**src/rtl/seq_divider8.sv**
```systemverilog
// Sequential unsigned restoring divider: one quotient bit per cycle, results held
// from DONE until the next accepted Run.
module seq_divider8 #(
  parameter int WIDTH = 8
) (
  input  logic             Clk,
  input  logic             Reset,
  input  logic             Run,
  input  logic [WIDTH-1:0] Dividend,
  input  logic [WIDTH-1:0] Divisor,
  output logic [WIDTH-1:0] Quotient,
  output logic [WIDTH-1:0] Remainder,
  output logic             Busy,
  output logic             Done,
  output logic             DivZero
);

  localparam int CW = $clog2(WIDTH);

  typedef enum logic [1:0] {
    IDLE    = 2'd0,
    COMPUTE = 2'd1,
    DONE    = 2'd2
  } state_t;

  state_t           state_q, state_d;
  logic [WIDTH:0]   a_q, a_d;
  logic [WIDTH-1:0] q_q, q_d;
  logic [WIDTH-1:0] d_q, d_d;
  logic [CW-1:0]    cnt_q, cnt_d;
  logic             dz_q, dz_d;

  logic [WIDTH:0]   a_sh;
  logic [WIDTH-1:0] q_sh;
  logic [WIDTH+1:0] diff;

  // Next-state and datapath: load on accept, one restoring step per COMPUTE cycle
  always_comb begin
    state_d = state_q;
    a_d     = a_q;
    q_d     = q_q;
    d_d     = d_q;
    cnt_d   = cnt_q;
    dz_d    = dz_q;

    a_sh = {a_q[WIDTH-1:0], q_q[WIDTH-1]};
    q_sh = {q_q[WIDTH-2:0], 1'b0};
    // Two extra zero bits keep the sign of the trial subtraction exact
    diff = {1'b0, a_sh} - {2'b00, d_q};

    case (state_q)
      IDLE: begin
        if (Run) begin
          a_d     = '0;
          q_d     = Dividend;
          d_d     = Divisor;
          dz_d    = (Divisor == {WIDTH{1'b0}});
          cnt_d   = '0;
          state_d = COMPUTE;
        end else begin
          state_d = IDLE;
        end
      end
      COMPUTE: begin
        if (!diff[WIDTH+1]) begin
          a_d = diff[WIDTH:0];
          q_d = q_sh | {{(WIDTH-1){1'b0}}, 1'b1};
        end else begin
          a_d = a_sh;
          q_d = q_sh;
        end
        if (cnt_q == CW'(WIDTH-1)) begin
          state_d = DONE;
        end else begin
          cnt_d = cnt_q + {{(CW-1){1'b0}}, 1'b1};
        end
      end
      DONE: begin
        if (!Run) begin
          state_d = IDLE;
        end else begin
          state_d = DONE;
        end
      end
      default: begin
        state_d = IDLE;
      end
    endcase
  end

  // State register with synchronous reset taking priority over everything
  always_ff @(posedge Clk) begin
    if (Reset) begin
      state_q <= IDLE;
      a_q     <= '0;
      q_q     <= '0;
      d_q     <= '0;
      cnt_q   <= '0;
      dz_q    <= 1'b0;
    end else begin
      state_q <= state_d;
      a_q     <= a_d;
      q_q     <= q_d;
      d_q     <= d_d;
      cnt_q   <= cnt_d;
      dz_q    <= dz_d;
    end
  end

  assign Quotient  = q_q;
  assign Remainder = a_q[WIDTH-1:0];
  assign Busy      = (state_q == COMPUTE);
  assign Done      = (state_q == DONE);
  assign DivZero   = dz_q;

endmodule

```
**config.mk**
```make
export PLATFORM = sky130hd
export DESIGN_NAME = seq_divider8
export DESIGN_NICKNAME = d
export VERILOG_FILES = /design/src/rtl/seq_divider8.sv
export SDC_FILE = /design/constraint.sdc
export NUM_CORES = 1
export LEC_CHECK = 0
export BUFFER_PORTS_ARGS = -buffer_cell sky130_fd_sc_hd__buf_2
export CAP_MARGIN = 20
export CELL_PAD_IN_SITES_DETAIL_PLACEMENT = 1
export CELL_PAD_IN_SITES_GLOBAL_PLACEMENT = 1
export CORE_UTILIZATION = 40
export CTS_CLUSTER_DIAMETER = 80
export DETAILED_ROUTE_END_ITERATION = 7
export PLACE_DENSITY = 0.81
export SYNTH_ARGS = -nofsm -noshare
export SYNTH_HDL_FRONTEND = slang
export SYNTH_SLANG_ARGS = --single-unit
```
**constraint.sdc**
```tcl
create_clock -name Clk -period 5 [get_ports Clk]
set_input_delay 0.75 -clock Clk [delete_from_list [all_inputs] [get_ports Clk]]
set_output_delay 0.75 -clock Clk [all_outputs]
set_load 0.05 [all_outputs]
```
=== Word level (Yosys, flattened, before mapping) ===
Cells that the tools add are included.

* Add/subtract/negate cells: 2
* Equal/unequal tests: 6
* Muxes and demuxes: 13
* Reductions and logical operators: 6

{| class="wikitable"
|+ Operator list
! cell !! number
|-
| case mux 8 bit (2 select lines) || 2
|-
| two-way mux 8 bit || 3
|-
| subtractor 9 x 8 -> 10 bit || 1
|-
| zero test 8 bit || 1
|-
| two-way mux 3 bit || 2
|-
| case mux 2 bit (3 select lines) || 1
|-
| case mux 3 bit (2 select lines) || 1
|-
| two-way mux 2 bit || 2
|-
| inequality test 2 bit (second input constant) || 2
|-
| AND reduction 2 bit || 2
|-
| adder 3 x 1 -> 3 bit (second input constant) || 1
|-
| == test 3 bit (second input constant) || 1
|-
| AND reduction 3 bit || 1
|-
| == test 2 x 1 -> 1 bit (second input constant) || 1
|-
| == test 2 bit (second input constant) || 1
|-
| zero test 2 bit || 1
|-
| two-way mux 1 bit || 2
|-
| inequality test 2 x 1 -> 1 bit (second input constant) || 1
|-
| nonzero test 2 bit || 1
|}

* Flip-flop bits (word level): 30
* Bits of input ports: 19
* Output and inout bits: 19
* Logic and storage cells: 33

=== Longest topological paths before layout ===
Gate-level depths: netlist of run 1.

* Word-level depth: 3
* Depth in mapped cells: 8
* Depth with buffers taken out: 8

=== Least setup slack after synthesis of run 1 ===
No wires, ideal clock.

* Path type: register to register
* From: reg q_q[7] (netlist: Quotient[7])
* To: reg a_q[5]
* Arrival: 2.140 ns
* Path slack: 2.799 ns
* Stages on the path, launching flop included: 8
* Path buffers: 0
* Clock period less this slack: 2.201 ns
* Cell sequence: dfxtp_1 -> inv_1 -> ha_1 -> nand2b_1 -> a2111oi_4 -> nor2_2 -> or4b_1 -> nand2_1

* Longest elaborated chain between the ends: 3

{| class="wikitable"
|+ RTL lines
! element !! RTL line !! RTL
|-
| start: declaration || 28 || <nowiki>logic [WIDTH-1:0] q_q, q_d;</nowiki>
|-
| start signal: assignment || 103 || <nowiki>q_q <= q_d;</nowiki>
|-
| subtractor 9 x 8 -> 10 bit || 49 || <nowiki>diff = {1'b0, a_sh} - {2'b00, d_q};</nowiki>
|-
| two-way mux 8 bit || 65 || <nowiki>if (!diff[WIDTH+1]) begin</nowiki>
|-
| case mux 8 bit (2 select lines) || 51 || <nowiki>case (state_q)</nowiki>
|-
| end signal: assignment || 95 || <nowiki>a_q <= '0;</nowiki>
|-
| end signal: assignment || 102 || <nowiki>a_q <= a_d;</nowiki>
|-
| end: declaration || 27 || <nowiki>logic [WIDTH:0] a_q, a_d;</nowiki>
|}

Every way passes these cells.
A chain may end at the register's enable or synchronous reset.

=== Worst setup path after layout of run 1 ===
* From: reg state_q[0]
* To: out Busy

* Longest elaborated chain between the ends: 1

{| class="wikitable"
|+ RTL lines
! element !! RTL line !! RTL
|-
| start: declaration || 26 || <nowiki>state_t state_q, state_d;</nowiki>
|-
| start signal: assignment || 101 || <nowiki>state_q <= state_d;</nowiki>
|-
| == test 2 x 1 -> 1 bit || 112 || <nowiki>assign Busy = (state_q == COMPUTE);</nowiki>
|-
| end: declaration || 13 || <nowiki>output logic Busy,</nowiki>
|}

Every way passes these cells.

==> results of run 1 <==
[cell usage in the layout, fill, tap and decap left out, types with 2 or more instances in the layout]
cell,synthesis,routed
nor4_1,2,2
buf_2,0,37
mux2i_1,12,12
a22oi_1,3,3
nor2_1,31,31
nor2_2,2,2
nand2_1,24,24
a311oi_1,7,7
nand2b_1,6,6
a32o_1,2,2
a32oi_1,3,3
dfxtp_1,30,30
nor2b_1,2,2
a21oi_1,10,10
ha_1,10,10
nand3_1,2,2
nor3_1,4,4
o21ai_0,11,11
xor2_1,2,2
clkbuf_8,0,6
inv_1,14,14
a211oi_1,2,2
[power by group]
part	switching [W]	internal [W]
clock network	0.0000945	0.000111
logic	0.000204	0.000110
registers	0.0000201	0.000261
[metrics by stage]
step	power [W]	area, µm²	util, %	cells	hold slack, ns
global placement	0.000598	1840	48.9	274	0.473
CTS	0.000812	1940	51.3	282	0.498
finish	0.000801	1940	51.3	282	0.491
floorplan	0.000540	1630	-	196	0.460
global route	0.000856	1940	51.3	282	0.525
detailed placement	0.000603	1840	48.9	274	0.486
[critical path, stage by stage (launching register included)]
cell	delay, ns
dfxtp_1	0.43
nand2b_1	0.29
inv_1	0.35
buf_2	0.33
[registers in the layout, summed over array words and instances, names as in the netlist]
register / count
cnt_q: 3
Quotient: 8
DivZero: 1
a_q: 8
d_q: 8
state_q: 2
[worst paths after layout]
kind	startpoint	end	slack, ns	depth (start not counted)
worst max-delay path	state_q[0]	Busy	2.56	3
worst min-delay path	DivZero	DivZero	0.49	2
worst max register to register	a_q[3]	a_q[1]	2.73	6
worst min register to register	DivZero	DivZero	0.49	2
[cells by family (layout without fill, tap and decap cells)]
kind of cell | count (synthesis) | count (layout)
simple gates | 75 | 75
buf+inv | 21 | 59
mux | 12 | 12
compound gates | 44 | 44
flops | 30 | 30
fa+ha+maj | 11 | 11
xor+xnor | 3 | 3
[final cells by class]
cell class,instances,area (µm²)
Tap cell,48,60.1
Sequential cell,30,601
Inverter,14,52.6
Multi-Input combinational cell,145,946
Fill cell,487,1840
Timing Repair Buffer,37,185
Clock inverter,1,5.00
Clock buffer,7,86.3
[layer usage]
| metal | vias to the layer above | global-route usage, % | routed length [µm] |
|---|---|---|---|
| li1 | 765 | - | - |
| met1 | 704 | 26.8 | 1910 |
| met2 | 16 | 34.8 | 2020 |
| met3 | 7 | 5.17 | 98 |
| met4 | 0 | 11.4 | 86 |
| met5 | - | 0 | 0 |
==> impl_metrics.ini, run 1 <==
[layout]
diodes = 0
drive_gt1_share_pct = 20.9
finalNetCount = 263
syn_to_final_growth_pct = 18.8

[logic_synthesis]
synth_compound_area_share_pct = 19.7
synth_cell_types = 33
syn-num-nets = 226
ys_ff_latch = 30
synth.most_common_cell = nor2_1
synth_top_area_share_pct = 36.9
synth-adder-area-share_pct = 8.91
syn_area_um2 = 1630
synth_xor_area_share_pct = 1.61
synth_flop_cell = dfxtp_1
syn_area_per_cell_um2 = 8.31
synthMuxAreaShare_pct = 7.37
postSynthCellCount = 196
synth_commonest_cells = nor2_1 (31), dfxtp_1 (30), nand2_1 (24), inv_1 (14), mux2i_1 (12)
yosysTopAreaCell = dfxtp_1
yosys.area_share.simple_pct = 20.5
synth_top_family_by_area = simple AND/OR/NAND/NOR gates
synthArstFlopShare_pct = 0
synth_area_leaders = dfxtp_1 (37%), ha_1 (7.7%), mux2i_1 (7.4%), nor2_1 (7.1%), nand2_1 (5.5%)
yosysWarnings = 0
synth_edf_count = 0
ys_seq_area_share_pct = 36.9

[die]
die_w_um = 65.8
die_area_um2 = 4330
fp.dieH_um = 65.8
ios = 38
start_util_pct = 43.2
num_rows = 22
core_area_um2 = 3770

[clocking]
cts.path.max_buffers = 2
clk_pin_slew_worst_paths_ns = 0.06
cts_root_buf = clkbuf_8
numCtsBuffers = 5
hold_buffers = 0
clock-sinks = 30
cts_tree = done
cts_resized = 0
cts_htree_levels = 2
cts_setup_buffers = 0
clk_latency_ns = 0.29

[place]
place.detailed.hpwl_um = 3100
gp_congestion = 0.839
place_ws_ns = 2.65
port_buffers = 37

[sta]
min_period_over_period_pct = 48.8
slew-limit-headroom_pct = 41.7
fin_skew_ns = 0.00679
setup_violations = 0
fmax_ghz = 0.410
setup_ws_ns = 2.56
worstMarginPinSlew_ns = 0.871
fin_crit_ns = 2.44
drv_slew = 0
rsz0062_at_grt = no
hold_viol_final = 0
tns_ns = 0

[grt]
grt_max_degree = 26
antenna_found_initial = 0
grt_pass1_wl_um = 6910
grt_pass1_vias = 1482
grt_overflow = 0
track_usage_pct = 21.8

[route]
drt-total-wl_um = 4120
drt_iter0_markers = 107
drtAntennaViolNets = 0
viasPerCell = 5.29
firstDrtPassIters = 4
drc = 0
wl_per_cell_um = 14.6
via_count = 1492

[outcome]
status = complete, no violations

[setup_path]
end_kind = output pin
path_max_fanout = 11
critPathRequiredTime_ns = 4.25
path_class = reg -> out
crit_arrival_ns = 1.69
cp-start-kind = register

[power_and_ir_drop]
ir_drop_mv = 0.198
leakage_nw = 0.912
p_per_area_nw_per_um2 = 414

[run]
max_cap_violations = 0

[min_path]
min_path_type = reg -> reg
Note: power is estimated with default switching activity, not from simulation.
==> run 2: changes to the inputs <==
- ABC_AREA: unset -> 1
- CORE_UTILIZATION: 40 -> 38
- PLACE_DENSITY: 0.81 -> 0.79
- clock period: 5 -> 2.5 ns (I/O delays scaled with it)
==> impl_metrics.ini, run 2 <==
[logic_synthesis]
synth.most_common_cell = nand2_1
synthArstFlopShare_pct = 0
postSynthCellCount = 256
synth_cell_types = 32
ys_seq_area_share_pct = 34.1
synth_commonest_cells = nand2_1 (56), inv_1 (35), dfxtp_1 (30), a21oi_1 (26), nor2_1 (26)
synth_top_area_share_pct = 34.1
syn_area_um2 = 1760
synth_flop_cell = dfxtp_1
synth_area_leaders = dfxtp_1 (34%), nand2_1 (12%), inv_1 (7.5%), a21oi_1 (7.4%), ha_1 (7.1%)
syn_area_per_cell_um2 = 6.89
ys_ff_latch = 30
syn-num-nets = 286
synth_edf_count = 0
yosysTopAreaCell = dfxtp_1
yosysWarnings = 0

[clocking]
cts_htree_levels = 2
cts_tree = done
clock-sinks = 30
cts_root_buf = clkbuf_8
clk_latency_ns = 0.28
hold_buffers = 0
cts_resized = 0
cts.path.max_buffers = 2
numCtsBuffers = 5
cts_setup_buffers = 0
clk_pin_slew_worst_paths_ns = 0.06

[min_path]
whs_endpoint = state_q[1]
hold_path_depth = 3
hp-start = Run
min_path_type = in -> reg

[setup_path]
cp-start-kind = register
path_max_fanout = 6
crit_arrival_ns = 1.45
path_class = reg -> out
end_kind = output pin
rr_startpoint = a_q[2]
r2r_cells = 12
reg2reg_to = a_q[5]
r2r_slack_ns = 0.68
critPathRequiredTime_ns = 2.12

[place]
gp_congestion = 0.829
port_buffers = 37
dpl_cell_area_um2 = 2000
place.detailed.hpwl_um = 3580
place_ws_ns = 0.686

[route]
wl_per_cell_um = 13.2
drt-total-wl_um = 4590
via_count = 1738
drc = 0
firstDrtPassIters = 4
drt_iter0_markers = 79
viasPerCell = 4.99
drtAntennaViolNets = 0

[power_and_ir_drop]
design_power_total_w = 0.00181
p_per_area_nw_per_um2 = 860
ir_drop_mv = 0.423
leakage_nw = 1.07

[die]
die_area_um2 = 4920
fp.dieH_um = 70.1
core_area_um2 = 4410
start_util_pct = 39.9
die_w_um = 70.1
ios = 38
num_rows = 24

[layout]
drive_gt1_share_pct = 20.9
final_cell_mix = nand2_1 (56), buf_2 (37), inv_1 (35), dfxtp_1 (30)
num-fill-cells = 589
syn_to_final_growth_pct = 19.7
diodes = 0
mostFrequentLayoutCell = nand2_1
finalNetCount = 326
design_area_um2 = 2110

[grt]
grt_pass1_wl_um = 7960
track_usage_pct = 20.7
grt_overflow = 0
grt_pass1_vias = 1773
antenna_found_initial = 0
grt_max_degree = 19

[outcome]
status = complete, no violations

[sta]
rsz0062_at_grt = no
fin_skew_ns = 0.00320
setup_ws_ns = 0.674
setup_violations = 0
hold_slack_ns = 0.357
min_period_over_period_pct = 73.0
fmax_ghz = 0.548
tns_ns = 0
hold_viol_final = 0
worstMarginPinSlew_ns = 0.522
drv_slew = 0
fin_crit_ns = 1.83
slew-limit-headroom_pct = 65.1

[run]
max_cap_violations = 0
run 2: cell count changes in the layout (fill, tap and decap cells not counted), sizes merged, moves of 6 or more:
cell and delta:
nand2 +35, a21oi +17, nand2b -6, nand3 +17
mux2i -12, inv +23, a311oi -7
run 2: cells by family (layout without fill, tap and decap cells):
| family | after synthesis | after routing | share of synthesized area (%) |
|---|---|---|---|
| and+or+nand+nor | 120 | 120 | 31.4 |
| AOI/OAI and AO/OA | 47 | 47 | 14.5 |
| buffers and inverters | 46 | 86 | 10.7 |
| DFF | 30 | 30 | 34.1 |
| adders and majority gates | 11 | 11 | 8.23 |
| xor gates and xnor gates | 2 | 2 | 0.994 |
run 2: how the worst max path moves through the flow:
stage                 from  cells after the start      to  slack [ns]
3_3_place_gp        a_q[4]                      9  a_q[3]        0.69
5_1_grt             a_q[2]                     12  a_q[6]        0.46
2_1_floorplan  Quotient[7]                      9  a_q[4]        0.53
3_5_place_dp        a_q[2]                     12  a_q[5]        0.69
6_report        state_q[0]                      3    Busy        0.67
4_1_cts         state_q[0]                      3    Busy        0.65
run 2: cell type report:
type	instances	area (µm²)	area share (%)
timing repair buffer	41	215	10.2
sequential	30	601	28.5
multi-input combinational	180	973	46.1
inverter	38	143	6.76
tap	52	65.1	3.08
clock buffer	6	82.6	3.91
clock inverter	1	30.0	1.42
run 2: per-layer routing:
metal	global-route usage, %	routed length, µm	vias to the layer above
met5	0	0	-
met3	4.04	126	7
met1	26.3	2250	802
li1	-	-	903
met4	6.67	57	0
met2	34.9	2150	26
run 2: power by group:
group          switching [W]  internal (W)
Combinational       0.000502      0.000242
Clock               0.000185      0.000318
Sequential         0.0000383      0.000528
run 2: critical path, cell delays in order, from the launching register on:
cell     delay (ns)
dfxtp_1        0.35
inv_1          0.05
nor2_1         0.40
buf_2          0.36
run 2: stage by stage:
step / std cells / util (%)
finish: 348 / 47.8
global placement: 341 / 45.2
global route: 348 / 47.8
CTS: 348 / 47.8
detailed placement: 341 / 45.2
floorplan: 256 / -
==> run 3: changes to the inputs <==
- CORE_UTILIZATION: 38 -> 34
- PLACE_DENSITY: 0.79 -> 0.75
- clock period: 2.5 -> 1.6 ns (I/O delays scaled with it)
==> impl_metrics.ini, run 3 (synthesis results as in run 2) <==
[sta]
min_period_over_period_pct = 104
drv_slew = 0
setup_ws_ns = -0.0702
fmax_ghz = 0.599
setup_violations = 2
fin_skew_ns = 0.00292
slew-limit-headroom_pct = 76.7
worstMarginPinSlew_ns = 0.349
hold_viol_final = 0
rsz0062_at_grt = yes
fin_crit_ns = 1.67

[clocking]
hold_buffers = 0
clk_latency_ns = 0.28
clock-sinks = 30
cts.path.max_buffers = 2
numCtsBuffers = 5
clk_pin_slew_worst_paths_ns = 0.07
cts_root_buf = clkbuf_8
cts_htree_levels = 2
cts_tree = done

[grt]
antenna_found_initial = 0
grt_pass1_wl_um = 9290
track_usage_pct = 23.0
grt_overflow = 0
grt_pass1_vias = 1932
grt_max_degree = 19

[route]
viasPerCell = 5.00
firstDrtPassIters = 4
drt-total-wl_um = 6050
wl_per_cell_um = 15.6
drc = 0
via_count = 1939
drtAntennaViolNets = 0
drt_iter0_markers = 90

[power_and_ir_drop]
ir_drop_mv = 0.698
p_per_area_nw_per_um2 = 1270
leakage_nw = 1.23

[setup_path]
crit_arrival_ns = 1.89
crit_family = simple AND/OR/NAND/NOR gates
cp-start-kind = register
path_max_fanout = 5
crit_path_frequent_cell = nand2_2
slowest_stage = dfxtp_4
cp_num_buf_inv = 1
end_kind = register
critPathRequiredTime_ns = 1.82
path_class = reg -> reg
crit_chain = ha_4 > nand2_2 > nand2_2 > nand2_2 > nand2_2 > nand2_4 > nand3_4 > nor2_4 > nand2_1 > nand3_1 > nand2_1 > inv_1
cpPeakStageDelay_ns = 0.37

[die]
die_w_um = 74.0
fp.dieH_um = 74.0
start_util_pct = 36.4
core_area_um2 = 4850
ios = 38
die_area_um2 = 5480
num_rows = 25

[layout]
diodes = 0
design_area_um2 = 2550
mostFrequentLayoutCell = nand2_1
instances_no_fill = 388
utilization_pct = 52.7
drive_gt1_share_pct = 43.6
syn_to_final_growth_pct = 44.9
final_cell_mix = nand2_1 (45), buf_2 (36), buf_4 (27), inv_1 (25), nor2_1 (25)
finalNetCount = 350

[place]
place_ws_ns = -0.0466
dpl_cell_area_um2 = 2240
dpl.cell_count = 371
place.detailed.hpwl_um = 3980
port_buffers = 37
gp_congestion = 0.829

[min_path]
min_path_type = in -> reg

[run]
max_cap_violations = 0

[outcome]
status = finished, violations left
violations = negative setup slack
==> run 3: cell types whose count changed in the layout (fill, tap and decap cells not counted), moves of 5 or more <==
cell     previous run  this run
nand2_2             3         9
inv_1              35        25
ha_1               10         2
ha_4                0         8
nand2_4             0         5
nand2_1            56        45
buf_4               4        27
dfxtp_4             0         7
dfxtp_1            30        15
inv_2               2        12
dfxtp_2             0         8
==> run 3: metrics by stage <==
stage	power (W)	setup TNS (ns)	hold slack [ns]
6_report	0.00325	-0.0766	0.219
5_1_grt	0.00347	-0.617	0.238
4_1_cts	0.00312	0	0.213
3_5_place_dp	0.00223	-0.121	0.459
3_3_place_gp	0.00220	-0.0652	0.450
2_1_floorplan	0.00186	0	0.392
==> run 3: repair_timing <==
| item | in CTS | in global routing |
|---|---|---|
| resized for setup | 27 | 20 |
| setup buffers | 6 | 2 |
| gates cloned | 1 | 0 |
| hold endpoints to repair | 0 | 0 |
| endpoints found under the setup margin | 8 | 10 |
| pin swaps | 14 | 26 |
==> run 3: final timing paths <==
path,slack [ns],to,depth (start not counted),startpoint
max,-0.07,a_q[6],12,a_q[1]
min,0.22,state_q[1],3,Run
max reg2reg,-0.07,a_q[6],12,a_q[1]
min reg2reg,0.47,DivZero,2,DivZero
==> run 3: worst min-delay path, cell delays in order <==
cell and delay, ns:
buf_2 0.10, nand2_1 0.06, a211oi_1 0.05
==> run 3: cell type report <==
type	instances	area, µm²
Clock buffer	8	111
Fill cell	626	2290
Inverter	38	144
Multi-Input combinational cell	181	1180
Sequential cell	30	637
Tap cell	67	83.8
Timing Repair Buffer	64	394
==> run 3: per-layer routing <==
metal | part of all wire (%) | wire length [µm] | vias to the layer above | global-route usage [%]
li1 | - | - | 952 | -
met1 | 42 | 2550 | 931 | 27.8
met2 | 52 | 3140 | 42 | 40.4
met3 | 3.4 | 207 | 14 | 4.47
met4 | 2.5 | 149 | 0 | 8.33
met5 | 0 | 0 | - | 0
==> run 3: where the power goes <==
part	leakage, nW	internal, W	switching [W]
combinational	0.922	0.000609	0.000988
sequential	0.254	0.000833	0.0000719
clock	0.0566	0.000445	0.000298
